--- config.mk ---
export PLATFORM = sky130hd
export DESIGN_NAME = nibble_serial_add_ctrl
export DESIGN_NICKNAME = d
export VERILOG_FILES = /design/src/rtl/nibble_serial_add_ctrl_pkg.sv /design/src/rtl/nibble_serial_add_ctrl_nibble_add4.sv /design/src/rtl/nibble_serial_add_ctrl.sv
export SDC_FILE = /design/constraint.sdc
export NUM_CORES = 1
export LEC_CHECK = 0
export ABC_AREA = 1
export BUFFER_PORTS_ARGS = -buffer_cell sky130_fd_sc_hd__buf_2
export CORE_AREA = 2 2 79 81
export DETAILED_ROUTE_END_ITERATION = 12
export DIE_AREA = 0 0 81 83
export PLACE_DENSITY_LB_ADDON = 0.05
export SYNTH_ARGS = -nofsm -noshare
export SYNTH_HDL_FRONTEND = slang
export SYNTH_HIERARCHICAL = 1
export SYNTH_SLANG_ARGS = --single-unit
--- constraint.sdc ---
create_clock -name clk -period 4.3 [get_ports clk]
set_input_delay 0.43 -clock clk [delete_from_list [all_inputs] [get_ports clk]]
set_output_delay 0.43 -clock clk [all_outputs]
set_load 0.01 [all_outputs]
--- src/rtl/nibble_serial_add_ctrl_pkg.sv ---
// rtl/nibble_serial_add_ctrl_pkg.sv - shared state encodings and nibble width for the serial adder
package nibble_serial_add_ctrl_pkg;

  localparam int NIBBLE_W = 4;

  typedef enum logic [1:0] {
    ST_IDLE = 2'd0,
    ST_RUN  = 2'd1,
    ST_DONE = 2'd2
  } state_e;

endpackage

--- src/rtl/nibble_serial_add_ctrl_nibble_add4.sv ---
// rtl/nibble_serial_add_ctrl_nibble_add4.sv - combinational 4-bit adder with carry in/out
module nibble_add4
  import nibble_serial_add_ctrl_pkg::*;
(
  input  logic [NIBBLE_W-1:0] x,
  input  logic [NIBBLE_W-1:0] y,
  input  logic                cin,
  output logic [NIBBLE_W-1:0] s,
  output logic                cout
);

  assign {cout, s} = (NIBBLE_W+1)'(x) + (NIBBLE_W+1)'(y) + (NIBBLE_W+1)'(cin);

endmodule

--- src/rtl/nibble_serial_add_ctrl.sv ---
// rtl/nibble_serial_add_ctrl.sv - add/subtract sequencer sharing one nibble adder, LSB nibble first
module nibble_serial_add_ctrl
  import nibble_serial_add_ctrl_pkg::*;
#(
  parameter int WIDTH = 16
) (
  input  logic             clk,
  input  logic             rst,
  input  logic             start,
  input  logic             op_sub,
  input  logic [WIDTH-1:0] a,
  input  logic [WIDTH-1:0] b,
  output logic             ready,
  output logic             busy,
  output logic             done,
  output logic [WIDTH-1:0] result,
  output logic             cout,
  output logic             overflow
);

  localparam int NIBBLES = WIDTH / NIBBLE_W;
  localparam int CNT_W   = $clog2(NIBBLES) + 1;
  localparam logic [CNT_W-1:0] LAST_CNT = CNT_W'(NIBBLES - 1);

  state_e           state_q, state_d;
  logic [WIDTH-1:0] opa_q, opa_d;
  logic [WIDTH-1:0] opb_q, opb_d;
  logic [WIDTH-1:0] result_q, result_d;
  logic [CNT_W-1:0] cnt_q, cnt_d;
  logic             carry_q, carry_d;
  logic             sa_q, sa_d;
  logic             sb_q, sb_d;
  logic             cout_q, cout_d;
  logic             ovf_q, ovf_d;

  logic [NIBBLE_W-1:0] nib_s;
  logic                nib_co;

  nibble_add4 u_add4 (
    .x    (opa_q[NIBBLE_W-1:0]),
    .y    (opb_q[NIBBLE_W-1:0]),
    .cin  (carry_q),
    .s    (nib_s),
    .cout (nib_co)
  );

  always_comb begin
    state_d  = state_q;
    opa_d    = opa_q;
    opb_d    = opb_q;
    result_d = result_q;
    cnt_d    = cnt_q;
    carry_d  = carry_q;
    sa_d     = sa_q;
    sb_d     = sb_q;
    cout_d   = cout_q;
    ovf_d    = ovf_q;
    case (state_q)
      ST_IDLE: begin
        if (start) begin
          // subtraction is a + ~b + 1: invert B here, the +1 rides in on the carry
          opa_d   = a;
          opb_d   = op_sub ? ~b : b;
          carry_d = op_sub;
          cnt_d   = '0;
          sa_d    = a[WIDTH-1];
          sb_d    = op_sub ? ~b[WIDTH-1] : b[WIDTH-1];
          state_d = ST_RUN;
        end
      end
      ST_RUN: begin
        opa_d    = opa_q >> NIBBLE_W;
        opb_d    = opb_q >> NIBBLE_W;
        result_d = (result_q >> NIBBLE_W) | (WIDTH'(nib_s) << (WIDTH - NIBBLE_W));
        carry_d  = nib_co;
        cnt_d    = cnt_q + CNT_W'(1);
        if (cnt_q == LAST_CNT) begin
          cout_d  = nib_co;
          ovf_d   = (sa_q == sb_q) && (nib_s[NIBBLE_W-1] != sa_q);
          state_d = ST_DONE;
        end
      end
      ST_DONE: state_d = ST_IDLE;
      default: state_d = ST_IDLE;
    endcase
  end

  always_ff @(posedge clk) begin
    if (rst) begin
      state_q  <= ST_IDLE;
      opa_q    <= '0;
      opb_q    <= '0;
      result_q <= '0;
      cnt_q    <= '0;
      carry_q  <= 1'b0;
      sa_q     <= 1'b0;
      sb_q     <= 1'b0;
      cout_q   <= 1'b0;
      ovf_q    <= 1'b0;
    end else begin
      state_q  <= state_d;
      opa_q    <= opa_d;
      opb_q    <= opb_d;
      result_q <= result_d;
      cnt_q    <= cnt_d;
      carry_q  <= carry_d;
      sa_q     <= sa_d;
      sb_q     <= sb_d;
      cout_q   <= cout_d;
      ovf_q    <= ovf_d;
    end
  end

  assign ready    = (state_q == ST_IDLE);
  assign busy     = (state_q == ST_RUN);
  assign done     = (state_q == ST_DONE);
  assign result   = result_q;
  assign cout     = cout_q;
  assign overflow = ovf_q;

endmodule

==> key figures, run 1 <==
Outcome
  • Outcome: complete, no violations

Clock tree
  • CTS max path bufs: 2
  • Clk Latency, worst-skew pair: 0.33 ns
  • Cts hold-fix bufs: 0
  • CTS root buf: clkbuf_8
  • H-tree Lvls: 3
  • TritonCTS clock tree: built
  • Total CTS buffers: 9
  • Post-cts sizing count: 0
  • Clock slew at reported path FFs: 0.07 ns
  • Clock sinks: 58
  • Post-CTS Setup Inserts: 0

Logic synthesis
  • Syn avg cell area: 6.65 µm²
  • #FFs+latches synth: 58
  • Dominant cell by count in the synthesized netlist: nand2_1
  • Synth top cells by count: nand2_1, nor2_1, dfxtp_1
  • Async S/R FF share, synth: 0%
  • Yosys cell types: 22
  • Syn Nets: 467
  • Yosys top cell by area: dfxtp_1
  • Top FF cell, synth: dfxtp_1
  • Mapped Cells: 424
  • Number of flops mapped to enable cells by yosys: 0
  • Post-synthesis sequential area ratio: 41.2%
  • Area share of the largest cell type after synthesis: 41.2%
  • Top cells by area, synth: dfxtp_1, nand2_1, nor2_1
  • Syn. warnings: 6
  • Cell Area, Synth: 2820 µm²

Timing
  • Slew Limit Fails: 0
  • Fin crit share: 42.5%
  • Final hold violation count: 0
  • Final setup TNS: 0 ns
  • Hold_ws: 0.338 ns
  • Slew HR: 34.6%
  • Min Tclk post-route: 1.83 ns
  • RSZ-0062 raised after global routing: no
  • Final Skew: 0.00661 ns
  • Max Clk Rate: 547 MHz
  • Tightest Pin Transition: 0.978 ns
  • Final setup violation count: 0

Drt
  • Drt pass-1 iters: 5
  • Total number of vias: 2597
  • Starting DRT DRC Count: 127
  • Via density: 4.71
  • # DRC: 0
  • ANT nets after route: 0
  • Routed WL per cell: 10.4 µm
  • Total wire length: 5750 µm

Placed design
  • Placement Cell Area: 3070 µm²
  • Dpl hpwl: 3830 µm
  • IO buf count: 56
  • Routability cong.: 0.752

Floorplan
  • Die Y: 83 µm
  • Chip Width: 81 µm
  • Core area: 5820 µm²
  • Site Rows: 28
  • Full die area: 6720 µm²
  • Starting Density: 48.5%
  • I/O Pins: 57

Critical path
  • CP max FO: 36
  • Stages on worst setup path: 4
  • CP arrival: 2.06 ns
  • CP required: 4.53 ns
  • CP Launch Type: register
  • Critical Path Sink: opa_q[9]$_SDFFE_PP0P_
  • WS Path Type: register to register
  • R2R Setup Slk: 2.47 ns
  • Critical Path End Type: register
  • Slowest cell on the critical path: o21ai_4
  • Worst r2r dst: opa_q[9]$_SDFFE_PP0P_
  • Largest stage delay, worst path: 0.74 ns
  • Worst r2r src: state_q[0]$_SDFFE_PP0P_
  • Top cell family by delay on the critical path: compound AO/OA/AOI/OAI gates
  • Worst path bufs/invs: 1
  • Worst setup path startpoint: state_q[0]$_SDFFE_PP0P_
  • Cells along the critical path: o21ai_4 -> inv_2 -> o21ai_0 -> nor2_1
  • Reg2Reg Depth: 4

Final layout
  • Layout cells sized above 1: 17.6%
  • Fin util: 56.8%
  • Fillers: 597
  • Nets: 514
  • Post-route design area: 3300 µm²
  • Antenna diode count: 0
  • Area Growth Syn to Fin: 17.0%

Power and ir drop
  • Clk pwr share: 42.2%
  • Sw Ratio: 25.7%
  • Pwr dens: 423 nW/µm²
  • Worst vdd ir: 291 µV
  • Cell-internal power: 1.04 mW
  • Power Total: 1.40 mW
  • Sequential power share: 43.1%
  • P_leak: 1.74 nW
  • Sw power: 0.359 mW
  • Logic gate share of total power: 14.6%

GRT
  • First-pass GRT wire length: 10000 µm
  • Vias in the first global route: 2329
  • Largest net degree at the start of global routing: 46
  • Total grt overflow: 0
  • Initial antenna violation count: 0
  • Gr usage total: 19.0%

Min path
  • Hold Crit Class: input port to register

Flow run
  • Max_cap viols: 0
## through the flow
step	setup slack, ns	std cells
floorplan	2.81	424
global placement	2.33	535
detailed placement	2.31	535
CTS	2.46	551
global route	2.23	551
finish	2.47	551
## placed cells by master, fill, tap and decap left out, drive strengths merged
master / netlist / routed
or2: 1 / 1
bufinv: 0 / 3
nand3: 17 / 17
o21ai: 34 / 34
dfxtp: 58 / 58
inv: 42 / 42
buf: 16 / 57
clkbuf: 5 / 10
fa: 2 / 2
nand2: 156 / 156
ha: 5 / 5
nor2: 66 / 66
xnor2: 1 / 1
xor2: 4 / 4
clkinv: 0 / 3
a21oi: 17 / 17
## cell families (layout without fill, tap and decap cells)
kind of cell	after synthesis	after routing	synth area share, %
AO/OA/AOI/OAI	51	51	9.45
XOR/XNOR	5	5	1.55
adder cells (fa/ha/maj)	7	7	3.64
buffers and inverters	63	115	10.4
flip-flops	58	58	41.2
AND/OR/NAND/NOR	240	240	33.8
## cell type report
cell class	instances	area (µm²)	area share, %
multi-input combinational	303	1370	41.4
sequential	58	1160	35.2
timing repair buffer	57	288	8.72
inverter	42	158	4.78
clock buffer	10	128	3.87
clock inverter	6	105	3.18
tap	75	93.8	2.84
## worst reg2reg max path: stages, from the launching register on
cell     delay, ns
dfxtp_1       0.37
o21ai_4       0.74
inv_2         0.30
o21ai_0       0.26
nor2_1        0.05
## layer usage
layer | vias to the layer above | global-route usage [%] | share of wire, %
met5 | - | 0 | 0
met4 | 0 | 4.16 | 0.47
met3 | 2 | 7.28 | 4.1
met2 | 51 | 32.1 | 48
met1 | 1157 | 22.6 | 48
li1 | 1387 | - | -
## state kept, by name (all words and copies together), names as in the netlist
| signal | cells |
|---|---|
| carry_q | 1 |
| cnt_q | 3 |
| cout | 1 |
| opa_q | 16 |
| opb_q | 16 |
| overflow | 1 |
| result | 16 |
| sa_q | 1 |
| sb_q | 1 |
| state_q | 2 |
## power groups by stage
stage | clock network (mW) | registers (mW) | logic, mW
2_1_floorplan | 0 | 0.616 | 0.150
3_3_place_gp | 0 | 0.615 | 0.202
3_5_place_dp | 0 | 0.614 | 0.206
4_1_cts | 0.602 | 0.603 | 0.207
5_1_grt | 0.628 | 0.608 | 0.241
6_report | 0.590 | 0.602 | 0.204
## how the worst min path moves through the flow
stage               slack, ns                     end                   from  depth (start not counted)
floorplan                0.43   cnt_q[0]$_SDFFE_PP0P_  cnt_q[0]$_SDFFE_PP0P_                          1
global placement         0.45   cnt_q[0]$_SDFFE_PP0P_  cnt_q[0]$_SDFFE_PP0P_                          1
detailed placement       0.46   cnt_q[2]$_SDFFE_PP0P_  cnt_q[2]$_SDFFE_PP0P_                          2
CTS                      0.33  opa_q[14]$_SDFFE_PP0P_                  a[14]                          3
global route             0.34  opa_q[13]$_SDFFE_PP0P_                  a[13]                          3
finish                   0.34  opa_q[14]$_SDFFE_PP0P_                  a[14]                          3
(Power assumes the default switching activity.)
==> inputs of run 2 (changes only) <==
- clock period: 4.3 -> 1.89 ns (I/O delays scaled with it)
==> run 2 against run 1 <==
Against the previous run: via count hardly changed; global-route usage is 0.53 points higher; utilization is 0.17 points lower; sequential share of layout area is 0.11 points higher; highest routed layer unchanged; largest power group unchanged; critical path depth stayed put.
==> key figures, run 2 (synthesis gave the netlist of run 1 again) <==
Outcome
  • Outcome: complete, no violations

Critical path
  • CP Launch Type: register
  • CP required: 1.70 ns
  • Critical Path End Type: primary output
  • WS Path Type: register to primary output
  • CP max FO: 33
  • CP arrival: 1.49 ns

Floorplan
  • Die Y: 83 µm
  • Site Rows: 28
  • Starting Density: 48.5%
  • Full die area: 6720 µm²
  • Chip Width: 81 µm
  • Core area: 5820 µm²
  • I/O Pins: 57

Final layout
  • Area Growth Syn to Fin: 16.6%
  • Fillers: 630
  • Multi-input logic area: 1370 µm²
  • Layout cells sized above 1: 18.5%
  • Nets: 519
  • Most frequent cells in the layout: nand2_1, nor2_1, dfxtp_1
  • Antenna diode count: 0
  • Reg area: 1160 µm²
  • Final non-filler cell total: 556
  • Post-route design area: 3290 µm²
  • Commonest non-fill, non-tap cell in the layout: nand2_1

Timing
  • Final setup TNS: 0 ns
  • Max Clk Rate: 594 MHz
  • RSZ-0062 raised after global routing: no
  • Fin crit share: 89.0%
  • Min Tclk post-route: 1.68 ns
  • PnR worst setup slack: 0.207 ns
  • Slew Limit Fails: 0
  • Hold_ws: 0.0925 ns
  • Final hold violation count: 0
  • Final Skew: 0.00627 ns
  • Final setup violation count: 0
  • Slew HR: 60.1%
  • Tightest Pin Transition: 0.598 ns

Drt
  • Routed WL per cell: 10.6 µm
  • Via density: 4.67
  • Starting DRT DRC Count: 83
  • ANT nets after route: 0
  • Total number of vias: 2595
  • Total wire length: 5910 µm
  • # DRC: 0
  • Drt pass-1 iters: 5

Power and ir drop
  • Pwr dens: 887 nW/µm²
  • P_leak: 1.74 nW
  • Worst vdd ir: 549 µV

Clock tree
  • CTS root buf: clkbuf_8
  • Total CTS buffers: 9
  • Clk Latency, worst-skew pair: 0.34 ns
  • H-tree Lvls: 3
  • CTS max path bufs: 2
  • Cts hold-fix bufs: 0
  • Clock sinks: 58
  • Clock slew at reported path FFs: 0.07 ns
  • Post-cts sizing count: 0
  • Post-CTS Setup Inserts: 0
  • TritonCTS clock tree: built

GRT
  • Gr usage total: 19.5%
  • Vias in the first global route: 2435
  • Initial antenna violation count: 0
  • Total grt overflow: 0
  • Largest net degree at the start of global routing: 42
  • First-pass GRT wire length: 10400 µm

Placed design
  • Place WS: 0.268 ns
  • IO buf count: 56
  • Routability cong.: 0.787
  • Cell count after placement: 540
  • Dpl hpwl: 4050 µm
  • Placement Cell Area: 3110 µm²

Flow run
  • Max_cap viols: 0

Min path
  • Hold Crit Class: input port to register
run 2: cell types whose count changed in the layout (fill, tap and decap cells not counted), sizes merged:
cell / before / now
clkinvlp: 0 / 1
clkinv: 3 / 4
bufinv: 3 / 1
buf: 57 / 62
run 2: worst paths after layout:
path                                start                     end  slack, ns  depth (start not counted)
setup / recovery  state_q[0]$_SDFFE_PP0P_                    busy       0.21                          4
hold / removal                      a[13]  opa_q[13]$_SDFFE_PP0P_       0.09                          3
setup reg to reg    opa_q[0]$_SDFFE_PP0P_    carry_q$_SDFFE_PP0P_       0.24                          8
hold reg to reg    opb_q[14]$_SDFFE_PP0P_  opb_q[14]$_SDFFE_PP0P_       0.47                          2
run 2: through the flow:
stage | utilization (%) | power [mW]
global route | 56.6 | 3.11
detailed placement | 53.4 | 1.88
global placement | 53.4 | 1.87
CTS | 56.6 | 2.97
floorplan | - | 1.74
finish | 56.6 | 2.92
run 2: critical path, cell delays in order, from the launching register on:
cell	delay (ns)
dfxtp_1	0.45
inv_2	0.08
nor2_4	0.09
buf_4	0.33
buf_2	0.20
run 2: power by group:
| group | internal [mW] | switching (mW) | total, mW |
|---|---|---|---|
| clock network | 0.598 | 0.473 | 1.07 |
| registers | 1.32 | 0.0582 | 1.37 |
| logic | 0.185 | 0.288 | 0.473 |
| total | 2.10 | 0.819 | 2.92 |
run 2: final cells by class:
| type | instances | area share, % |
|---|---|---|
| clock inverters | 6 | 1.75 |
| well taps | 75 | 2.85 |
| clock buffers | 10 | 3.88 |
| multi-input cells | 303 | 41.6 |
| inverters | 42 | 4.79 |
| repair buffers | 62 | 9.89 |
| flip-flops and latches | 58 | 35.3 |
run 2: routing by layer:
layer	vias up	global-route usage [%]	part of all wire (%)
li1	1395	-	-
met1	1143	23.8	47
met2	47	32.2	47
met3	10	5.00	3.9
met4	0	8.01	2.0
met5	-	0	0
==> inputs of run 3 (changes only) <==
- CORE_AREA: 2 2 79 81 -> 10 10 87 89
- DIE_AREA: 0 0 81 83 -> 0 0 97 99
==> run 3 against run 2 <==
Against the previous run: clock skew about the same; sequential cell count is the same; maximum frequency rose by 2.1%.
==> key figures, run 3 (synthesis gave the netlist of run 1 again) <==
Critical path
  • Reg2Reg Depth: 8
  • Critical Path End Type: register
  • CP arrival: 1.92 ns
  • CP required: 2.16 ns
  • Worst r2r dst: carry_q$_SDFFE_PP0P_
  • R2R Setup Slk: 0.24 ns
  • CP max FO: 3
  • CP Launch Type: register
  • WS Path Type: register to register
  • Worst r2r src: opb_q[0]$_SDFFE_PP0P_

Clock tree
  • Total CTS buffers: 9
  • Clock sinks: 58
  • CTS max path bufs: 2
  • Cts hold-fix bufs: 0
  • H-tree Lvls: 3
  • Post-CTS Setup Inserts: 0
  • Post-cts sizing count: 0
  • TritonCTS clock tree: built
  • Clock slew at reported path FFs: 0.06 ns
  • CTS root buf: clkbuf_8
  • Clk Latency, worst-skew pair: 0.33 ns

GRT
  • Initial antenna violation count: 0
  • First-pass GRT wire length: 11300 µm
  • Gr usage total: 14.0%
  • Total grt overflow: 0
  • Largest net degree at the start of global routing: 36
  • Vias in the first global route: 2543

Timing
  • Slew HR: 66.5%
  • Final setup TNS: 0 ns
  • Final setup violation count: 0
  • Tightest Pin Transition: 0.502 ns
  • Fin crit share: 87.2%
  • Max Clk Rate: 607 MHz
  • Final Skew: 0.00627 ns
  • Slew Limit Fails: 0
  • Final hold violation count: 0
  • RSZ-0062 raised after global routing: no
  • Min Tclk post-route: 1.65 ns

Min path
  • Worst Hold End: opa_q[14]$_SDFFE_PP0P_
  • Hold Crit Class: input port to register
  • Hold path start: a[14]
  • Hold Path Cell Cnt: 3

Final layout
  • Layout cells sized above 1: 18.5%
  • Nets: 520
  • Fillers: 622
  • Fin util: 56.5%
  • Antenna diode count: 0
  • Most frequent cells in the layout: nand2_1, nor2_1, dfxtp_1
  • Commonest non-fill, non-tap cell in the layout: nand2_1
  • Area Growth Syn to Fin: 17.3%

Power and ir drop
  • Worst vdd ir: 548 µV
  • P_leak: 1.75 nW
  • Power Total: 2.89 mW
  • Pwr dens: 875 nW/µm²

Floorplan
  • Site Rows: 28
  • Starting Density: 48.2%
  • Die Y: 99 µm
  • I/O Pins: 57
  • Chip Width: 97 µm
  • Core area: 5850 µm²
  • Full die area: 9600 µm²

Drt
  • Total wire length: 6450 µm
  • Total number of vias: 2631
  • ANT nets after route: 0
  • Via density: 4.72
  • Drt pass-1 iters: 4
  • Starting DRT DRC Count: 90
  • Routed WL per cell: 11.6 µm
  • # DRC: 0

Placed design
  • IO buf count: 56
  • Dpl hpwl: 4550 µm
  • Routability cong.: 0.795

Flow run
  • Max_cap viols: 0

Outcome
  • Outcome: complete, no violations
run 3: metal layers:
| metal | global-route usage [%] | vias to the layer above | part of all wire [%] | wire, µm |
|---|---|---|---|---|
| li1 | - | 1401 | - | - |
| met1 | 15.7 | 1176 | 46 | 2990 |
| met2 | 23.4 | 46 | 47 | 3020 |
| met3 | 5.87 | 8 | 5.5 | 353 |
| met4 | 4.77 | 0 | 1.3 | 83 |
| met5 | 0 | - | 0 | 0 |
run 3: cell type report:
type,instances,area [µm²],share of cell area (%)
clock buffer,14,173,5.22
clock inverter,2,10.0,0.303
inverter,42,158,4.77
multi-input combinational,303,1370,41.3
sequential,58,1160,35.1
tap,75,93.8,2.84
timing repair buffer,63,345,10.4
run 3: stage by stage:
stage	area, µm²	hold slack, ns	std cells	setup WS, ns
finish	3310	0.0998	557	0.242
global route	3310	0.0949	557	0.0594
CTS	3310	0.0815	557	0.245
detailed placement	3130	0.446	541	0.263
global placement	3130	0.438	541	0.308
floorplan	2820	0.258	424	0.400
run 3: report_power, final:
| group | total, mW | internal [mW] | switching [mW] | leakage [nW] |
|---|---|---|---|---|
| Clock | 1.04 | 0.580 | 0.457 | 0.0965 |
| Combinational | 0.485 | 0.191 | 0.294 | 1.17 |
| Sequential | 1.37 | 1.32 | 0.0566 | 0.477 |
| Total | 2.89 | 2.09 | 0.807 | 1.75 |
run 3: worst max-delay path by stage:
stage | end | slack [ns] | startpoint
2_1_floorplan | carry_q$_SDFFE_PP0P_ | 0.40 | opb_q[0]$_SDFFE_PP0P_
3_3_place_gp | carry_q$_SDFFE_PP0P_ | 0.31 | opb_q[0]$_SDFFE_PP0P_
3_5_place_dp | carry_q$_SDFFE_PP0P_ | 0.26 | opa_q[0]$_SDFFE_PP0P_
4_1_cts | carry_q$_SDFFE_PP0P_ | 0.25 | opa_q[0]$_SDFFE_PP0P_
5_1_grt | carry_q$_SDFFE_PP0P_ | 0.06 | opb_q[0]$_SDFFE_PP0P_
6_report | carry_q$_SDFFE_PP0P_ | 0.24 | opb_q[0]$_SDFFE_PP0P_
run 3: critical path, stage by stage (launching register included):
cell,delay [ns]
dfxtp_1,0.36
fa_1,0.23
inv_1,0.07
fa_1,0.40
o21ai_0,0.24
nand2_1,0.08
o21ai_0,0.08
nor2_1,0.06
nor2_1,0.08
